**config.mk**
```make
export PLATFORM = sky130hd
export DESIGN_NAME = os_operand_skewer
export DESIGN_NICKNAME = d
export VERILOG_FILES = /design/src/rtl/os_feed_pkg.sv /design/src/rtl/os_skew_lane.sv /design/src/rtl/os_operand_skewer.sv
export SDC_FILE = /design/constraint.sdc
export NUM_CORES = 1
export LEC_CHECK = 0
export ABC_AREA = 1
export CAP_MARGIN = 25
export CORE_AREA = 2 2 253 255
export DETAILED_ROUTE_END_ITERATION = 8
export DIE_AREA = 0 0 255 257
export PLACE_DENSITY = 0.64
export SYNTH_ARGS = -nofsm -noshare
export SYNTH_HDL_FRONTEND = slang
export SYNTH_SLANG_ARGS = --single-unit
```
**constraint.sdc**
```tcl
create_clock -name clk -period 38.1 [get_ports clk]
set_input_delay 5.715 -clock clk [delete_from_list [all_inputs] [get_ports clk]]
set_output_delay 5.715 -clock clk [all_outputs]
set_load 0.01 [all_outputs]
```
**src/rtl/os_feed_pkg.sv**
```systemverilog
// Shared types and helpers for the operand skewer.
// Stream-length and counter-width math lives here.
package os_feed_pkg;

  typedef enum logic [1:0] {
    IDLE,
    FEED,
    DONE
  } feed_state_e;

  // Slices needed to drain a K-deep operand
  // through the farthest skewed lane.
  function automatic int stream_len(
    input int k,
    input int rows,
    input int cols
  );
    return k + ((rows > cols) ? rows : cols) - 1;
  endfunction

  function automatic int cnt_width(input int t);
    return $clog2(t) + 1;
  endfunction

  localparam int CNT_W_DEF =
    cnt_width(stream_len(4, 4, 4));

endpackage

```
**src/rtl/os_skew_lane.sv**
```systemverilog
// One skewed lane: picks word k = t - IDX from a
// K-word vector. Ports: vec, t, active, gate -> word, valid.
module os_skew_lane #(
  parameter int K   = 4,
  parameter int W   = 16,
  parameter int IDX = 0,
  parameter int CW  = 4
) (
  input  logic [K*W-1:0] vec,
  input  logic [CW-1:0]  t,
  input  logic           active,
  input  logic           gate,
  output logic [W-1:0]   word,
  output logic           valid
);

  // The lane is delayed by IDX slices, so slice t
  // carries element t-IDX while that index is in range.
  always_comb begin
    word  = '0;
    valid = 1'b0;
    if (active) begin
      for (int k = 0; k < K; k++) begin
        if (t == CW'(IDX + k)) begin
          word  = vec[k*W +: W];
          valid = gate;
        end
      end
    end
  end

endmodule

```
**src/rtl/os_operand_skewer.sv**
```systemverilog
// Buffers one operand pair and streams it diagonally
// into the array edges. Ports: load handshake, stall,
// per-lane words/valids, busy, feed_done.
module os_operand_skewer
  import os_feed_pkg::*;
#(
  parameter int ROWS      = 4,
  parameter int COLS      = 4,
  parameter int K         = 4,
  parameter int WORD_SIZE = 16
) (
  input  logic                        clk,
  input  logic                        rst,
  input  logic                        load_valid,
  output logic                        load_ready,
  input  logic [ROWS*K*WORD_SIZE-1:0] left_matrix,
  input  logic [K*COLS*WORD_SIZE-1:0] top_matrix,
  input  logic                        stall,
  output logic [ROWS*WORD_SIZE-1:0]   left_out,
  output logic [ROWS-1:0]             left_valid,
  output logic [COLS*WORD_SIZE-1:0]   top_out,
  output logic [COLS-1:0]             top_valid,
  output logic                        busy,
  output logic                        feed_done
);

  localparam int W  = WORD_SIZE;
  localparam int T  = stream_len(K, ROWS, COLS);
  localparam int CW = cnt_width(T);
  localparam logic [CW-1:0] LAST = CW'(T - 1);

  feed_state_e             state;
  logic [CW-1:0]           cnt;
  logic [ROWS*K*W-1:0]     left_buf;
  logic [K*COLS*W-1:0]     top_buf;
  logic                    feeding;
  logic                    gate;

  always_ff @(posedge clk) begin
    if (rst) begin
      state <= IDLE;
      cnt   <= '0;
    end else begin
      unique case (state)
        IDLE: begin
          if (load_valid) begin
            left_buf <= left_matrix;
            top_buf  <= top_matrix;
            cnt      <= '0;
            state    <= FEED;
          end
        end
        FEED: begin
          if (!stall) begin
            if (cnt == LAST) begin
              cnt   <= '0;
              state <= DONE;
            end else begin
              cnt <= cnt + CW'(1);
            end
          end
        end
        DONE:    state <= IDLE;
        default: state <= IDLE;
      endcase
    end
  end

  assign load_ready = (state == IDLE);
  assign busy       = (state != IDLE);
  assign feed_done  = (state == DONE);
  assign feeding    = (state == FEED);
  // Stall keeps the words on the bus but withdraws valids.
  assign gate       = !stall;

  for (genvar r = 0; r < ROWS; r++) begin : g_row
    os_skew_lane #(
      .K(K), .W(W), .IDX(r), .CW(CW)
    ) u_lane (
      .vec    (left_buf[r*K*W +: K*W]),
      .t      (cnt),
      .active (feeding),
      .gate   (gate),
      .word   (left_out[r*W +: W]),
      .valid  (left_valid[r])
    );
  end

  for (genvar c = 0; c < COLS; c++) begin : g_col
    logic [K*W-1:0] col_vec;
    // Gather column c out of the row-major top buffer.
    for (genvar k = 0; k < K; k++) begin : g_k
      assign col_vec[k*W +: W] =
        top_buf[(k*COLS + c)*W +: W];
    end
    os_skew_lane #(
      .K(K), .W(W), .IDX(c), .CW(CW)
    ) u_lane (
      .vec    (col_vec),
      .t      (cnt),
      .active (feeding),
      .gate   (gate),
      .word   (top_out[c*W +: W]),
      .valid  (top_valid[c])
    );
  end

endmodule
```
==> out/results.tsv, run 1 <==
stage	metric	value	unit
setup_path	path_delay_family	buffers and inverters	
grt	globalRoute.busiestLayer	met2	
grt	track_usage	0.194	
placed_design	pre_cts_slack	24.58	ns
timing	fin_ws	24.70	ns
routing	drt_pass1_iterations	5	
timing	fmax	0.0746	GHz
yosys	syn_avg_cell_area	11.7	um^2
setup_path	worstSetupPathType	in2out	
yosys	synthAdderAreaFrac	0	
timing	finalMaxSlewViolations	0	
placed_design	port_buffers	654	
yosys	synth-xor-area-share	0	
setup_path	critPathCaptureType	output pin	
setup_path	crit_chain	clkdlybuf4s50_1 > inv_1 > nand2_1 > a21oi_1 > clkdlybuf4s50_1	
setup_path	cp_max_fo	8	
floorplanning	die_h	257	um
power	p_leak	11.1	nW
timing	setup_viol	0	
yosys	synth-seq-cells	518	
finish	area_growth	43.9	%
grt	grt_start_max_net_pins	185	
outcome	outcome	completed	
grt	met2_usage	0.339	
floorplanning	coreArea	62700	um^2
power	ir_drop	0.0000375	V
yosys	synth_compound_area_frac	0.0248	
timing	worstMarginPinSlew	1.19	ns
routing	wl_per_cell	19.9	um
yosys	synth_top_family_by_area	simple AND/OR/NAND/NOR gates	
yosys	yosysSeqAreaShare	0.744	
timing	rsz0062_at_grt	no	
timing	min_period	13.40	ns
routing	routed_via_density	4.67	
setup_path	crit_top_cell	clkdlybuf4s50_1	
timing	post-route-period-util	0.352	
grt	grt_pass1_wl	94600	um
power	power.density	44.5	nW/um^2
routing	route.detailed.drc	0	
clock_tree	clkSinkCount	518	
timing	tns	0	ns
clock_tree	post_cts_resized	0	
yosys	synth_nets	2297	
power	netSwitchingPower	0.299	mW
grt	met3_usage	0.0657	
setup_path	critPathLaunchType	input port	
timing	whs	0.654	ns
clock_tree	post_cts.repair.setup_buffers	0	
setup_path	slowest_delay	0.65	ns
setup_path	required	32.38	ns
floorplanning	dieArea	65500	um^2
yosys	netlist_area	20800	um^2
hold_path	hold_class	reg2reg	
setup_path	critPathBufInv	3	
finish	nNetsFinal	2925	
clock_tree	clock-root-buffer	clkbuf_16	
grt	grt_util_met1	0.216	
grt	grt_pass1_vias	15507	
placed_design	gp_congestion	0.823	
setup_path	slowest_stage	clkdlybuf4s50_1	
finish	drive_above_1_share	0.0469	
job	drv_cap	0	
power	switching_share	0.224	
clock_tree	clk_latency	0.59	ns
timing	maxSlewHeadroom	0.207	
yosys	synth-simple-area-share	0.194	
floorplanning	start_util	0.332	
grt	antenna_found_initial	24	
clock_tree	cts_max_level	2	
power	intPower	1.03	mW
yosys	synth_cell_types	19	
clock_tree	path_clk_slew	0.06	ns
setup_path	reg2reg_slack	33.96	ns
routing	routed_wl	66100	um
power	seq_power_share	0.499	
yosys	synthMuxAreaShare	0	
power	clkPwrFrac	0.388	
grt	grt-ovfl-total	0	
floorplanning	num_rows	92	
setup_path	arrival	7.69	ns
power	combPwrFrac	0.112	
yosys	ys_warn_count	0	
yosys	syn_inst	1781	
clock_tree	cts_buffers	55	
timing	fin_skew	0.0196	ns
clock_tree	cts_hold_buf	0	
routing	ant_nets	0	
routing	drt-initial-drc-count	1040	
floorplanning	ios	655	
floorplanning	fp.dieW	255	um
clock_tree	cts_tree	done	
timing	hold_viol	0	
routing	vias	15482	
power	p_total	1.33	mW
placed_design	hpwl	45900	um
clock_tree	cts_buffer_depth	3	
==> path summary, 6_finish.rpt <==
check,startpoint,end,cells after the start
max,stall,left_valid[3],5
min,cnt[0]$_SDFFE_PP0P_,cnt[0]$_SDFFE_PP0P_,2
max reg2reg,state[1]$_SDFFE_PP0P_,left_buf[38]$_DFFE_PP_,6
min reg2reg,cnt[0]$_SDFFE_PP0P_,cnt[0]$_SDFFE_PP0P_,2
==> synthesized netlist by cell type <==
cell type,count,area (um^2)
nor3_1,1,5.00
buf_2,41,205
nor2_2,5,31.3
o21ai_0,84,420
a21oi_1,6,30.0
nand3b_1,11,82.6
buf_1,1,3.75
o21ai_1,13,65.1
nand3_1,232,1160
buf_4,11,82.6
inv_2,4,15.0
nand2_1,464,1740
nor2_4,1,11.3
clkbuf_1,53,199
nor2_1,269,1010
dfxtp_1,6,120
buf_6,2,22.5
edfxtp_1,512,15400
inv_1,65,244
==> cell usage in the layout (no fill, tap or decap) <==
master and n:
buf_12 2, clkbuf_1 13, o21ai_1 13, edfxtp_1 512, clkbuf_16 57, buf_8 1, clkinv_4 2, dfxtp_1 6
inv_2 5, clkinvlp_4 3, clkinv_2 7, diode_2 15, bufinv_16 4, nor2_2 2, nand2_1 463, clkinv_1 15
nand3b_1 11, clkdlybuf4s50_1 654, buf_4 21, a21oi_1 6, nor2_4 9, nor3_1 1, o21ai_0 84, inv_1 64
buf_16 1, nand2_2 1, nand3_1 232, nor2_1 264
==> tightest hold or removal path: stages, from the launching register on <==
cell,delay (ns)
dfxtp_1,0.41
inv_1,0.13
a21oi_1,0.07
==> sequential cells by signal, indices dropped and copies added (netlist names) <==
signal	count
cnt	4
left_buf	256
state	2
top_buf	256
==> power groups by stage <==
stage,registers (mW),logic [mW],clock network (mW)
2_1_floorplan,0.701,0.0572,0
3_3_place_gp,0.677,0.148,0
3_5_place_dp,0.678,0.151,0
4_1_cts,0.666,0.152,0.531
5_1_grt,0.668,0.163,0.552
6_report,0.666,0.150,0.518
==> through the flow <==
stage,instance area (um^2),util,instances
floorplan,20800,-,1781
global placement,28100,0.449,3195
detailed placement,28200,0.449,3196
CTS,29900,0.476,3297
global route,30000,0.478,3308
finish,30000,0.478,3314
==> metal layers <==
metal  share of wire  vias to the layer above  routed length [um]
li1                -                     7374                   -
met1            0.37                     7381               24400
met2            0.50                      574               33000
met3           0.097                      127                6430
met4           0.032                       26                2130
met5          0.0026                        -                 172
==> logic make-up (layout without fill, tap and decap cells) <==
group                  after synthesis  count (layout)
DFF                                518             518
buffers and inverters              177             849
other                                0              15
AOI/OAI and AO/OA                  103             103
and+or+nand+nor                    983             983
==> final cells by class <==
| class | count | area [um^2] |
|---|---|---|
| Timing Repair Buffer | 679 | 6790 |
| Multi-Input combinational cell | 1086 | 4610 |
| Inverter | 69 | 259 |
| Antenna cell | 15 | 37.5 |
| Fill cell | 5593 | 32800 |
| Sequential cell | 518 | 15500 |
| Tap cell | 846 | 1060 |
| Clock inverter | 31 | 251 |
| Clock buffer | 70 | 1480 |
Power figures use the tool's default switching activity.
==> inputs of run 2 (changes only) <==
==> constraint.sdc (replaced) <==
create_clock -name clk -period 12.7 [get_ports clk]
set_input_delay 1.905 -clock clk [delete_from_list [all_inputs] [get_ports clk]]
set_output_delay 1.905 -clock clk [all_outputs]
set_load 0.01 [all_outputs]
==> run 2 against run 1 <==
  * Total power increased to 3.0 times the previous value
  * Die area stayed put
  * Sequential power increased to 3.0 times the previous value
  * Global-route usage up 0.52 points
  * Non-clock buffer count fell by 2
  * Critical path depth increased by 3
  * Clock power grew to 3.0 times the previous value
  * Combinational power rose to 3.0 times the previous value
  * Core utilization shrank 0.052 points
  * Design area down 0.11%
  * Cell count fell by 0.27%
  * Critical path type is now reg2out
  * Critical endpoint is now top_out[19]
  * Largest power group unchanged
==> out/results.tsv, run 2 (same netlist as run 1, synthesis figures left out) <==
stage	metric	value	unit
routing	route.detailed.drc	0	
floorplanning	ios	655	
setup_path	r2r_cells	6	
clock_tree	cts_buffers	56	
routing	wl_met1	25800	um
clock_tree	path_clk_slew	0.06	ns
power	p_leak	11.1	nW
placed_design	port_buffers	654	
routing	drt-initial-drc-count	1236	
timing	fmax	0.166	GHz
clock_tree	clk_latency	0.60	ns
floorplanning	die_h	257	um
job	drv_cap	0	
clock_tree	post_cts_resized	0	
timing	setup_viol	0	
power	ir_drop	0.000101	V
clock_tree	clock-root-buffer	clkbuf_16	
clock_tree	cts_max_level	2	
setup_path	arrival	4.12	ns
routing	ant_nets	0	
hold_path	whs_path_depth	2	
grt	grt_start_max_net_pins	188	
placed_design	hpwl	46400	um
finish	reg_top3	left_buf: 256 flops, top_buf: 256 flops, cnt: 4 flops	
finish	drive_above_1_share	0.0445	
clock_tree	cts_tree	done	
routing	vias	15564	
floorplanning	fp.dieW	255	um
clock_tree	post_cts.repair.setup_buffers	0	
routing	routed_wl	67700	um
placed_design	gp_congestion	0.818	
timing	fin_skew	0.0109	ns
clock_tree	cts_hold_buf	0	
finish	nFillCells	5630	
hold_path	hp-start	cnt[0]$_SDFFE_PP0P_	
routing	wl_met2	34000	um
routing	met3_length	5920	um
finish	nNetsFinal	2924	
floorplanning	coreArea	62700	um^2
setup_path	required	10.80	ns
setup_path	crit_path_start	cnt[2]$_SDFFE_PP0P_	
setup_path	worstSetupPathType	reg2out	
clock_tree	cts_buffer_depth	3	
routing	drt_pass1_iterations	5	
clock_tree	clkSinkCount	518	
finish	final_cell_mix	clkdlybuf4s50_1 (654), edfxtp_1 (512), nand2_1 (463)	
setup_path	cp_max_fo	31	
setup_path	slowest_stage	nand2_1	
setup_path	critPathCaptureType	output pin	
setup_path	crit_chain	inv_2 > nor2_4 > buf_4 > nand2_1 > nand2_1 > nor2_1 > nor2_1 > clkdlybuf4s50_1	
hold_path	hold_class	reg2reg	
routing	routed_via_density	4.71	
setup_path	r2r-start	state[1]$_SDFFE_PP0P_	
timing	finalMaxSlewViolations	0	
timing	maxSlewHeadroom	0.194	
hold_path	hold_path_end	cnt[0]$_SDFFE_PP0P_	
setup_path	r2r_end	left_buf[39]$_DFFE_PP_	
finish	final_core_util	0.477	
setup_path	slowest_delay	0.85	ns
grt	grt_pass1_vias	15546	
outcome	outcome	completed	
finish	area_growth	43.8	%
timing	hold_viol	0	
timing	min_period	6.03	ns
placed_design	place_area	28200	um^2
floorplanning	start_util	0.332	
timing	tns	0	ns
routing	highest_layer	met5	
timing	post-route-period-util	0.475	
timing	worstMarginPinSlew	1.21	ns
setup_path	critPathLaunchType	flip-flop	
timing	rsz0062_at_grt	no	
grt	track_usage	0.199	
grt	grt-ovfl-total	0	
power	power.density	133	nW/um^2
finish	stdcell_area	29900	um^2
grt	antenna_found_initial	15	
floorplanning	num_rows	92	
grt	grt_pass1_wl	97400	um
finish	final_common_cell	clkdlybuf4s50_1	
routing	wl_per_cell	20.5	um
floorplanning	dieArea	65500	um^2
setup_path	reg2reg_slack	9.58	ns
-- run 2: cell count changes in the layout (fill, tap and decap cells not counted), sizes merged --
cell	change
buf	-2
bufinv	-1
inv	+2
clkbuf	+7
clkinvlp	-1
clkinv	-7
diode	-7
-- run 2: where the power goes --
part           switching, mW  leakage (nW)  internal, mW
sequential            0.0200          4.79          1.98
combinational          0.224          5.53         0.228
clock                  0.658         0.816         0.882
-- run 2: layer usage --
layer	vias up	track usage
met5	-	0
met4	14	0.0595
met3	112	0.0602
met2	596	0.349
met1	7481	0.232
li1	7361	-
-- run 2: worst max-delay path by stage --
| stage | to | slack [ns] | cells after the start |
|---|---|---|---|
| after floorplan | left_buf[0]$_DFFE_PP_ | 2.60 | 2 |
| after global placement | top_valid[3] | 6.89 | 5 |
| after detailed placement | top_valid[3] | 6.90 | 5 |
| after CTS | left_out[19] | 6.60 | 8 |
| after global routing | top_out[19] | 6.48 | 8 |
| final | top_out[19] | 6.67 | 8 |
-- run 2: final cells by class --
class | instances | area [um^2] | area share
Clock inverter | 24 | 193 | 0.00643
Clock buffer | 77 | 1500 | 0.0501
Tap cell | 846 | 1060 | 0.0354
Sequential cell | 518 | 15500 | 0.517
Antenna cell | 8 | 20.0 | 0.000669
Timing Repair Buffer | 677 | 6800 | 0.227
Multi-Input combinational cell | 1086 | 4610 | 0.154
Inverter | 69 | 259 | 0.00865
-- run 2: critical path: cells and delay by family, from the launching register on --
kind,cells,cell delay (ns)
AND/OR/NAND/NOR,5,1.89
buffers and inverters,3,1.16
flip-flops,1,0.45
-- run 2: metrics by stage --
step	hold WS (ns)	std cells	power, mW	setup slack [ns]
floorplan	0.523	1781	2.22	2.60
global placement	0.612	3192	2.48	6.89
detailed placement	0.644	3193	2.49	6.90
CTS	0.649	3294	4.03	6.60
global route	0.690	3301	4.14	6.48
finish	0.664	3305	3.99	6.67
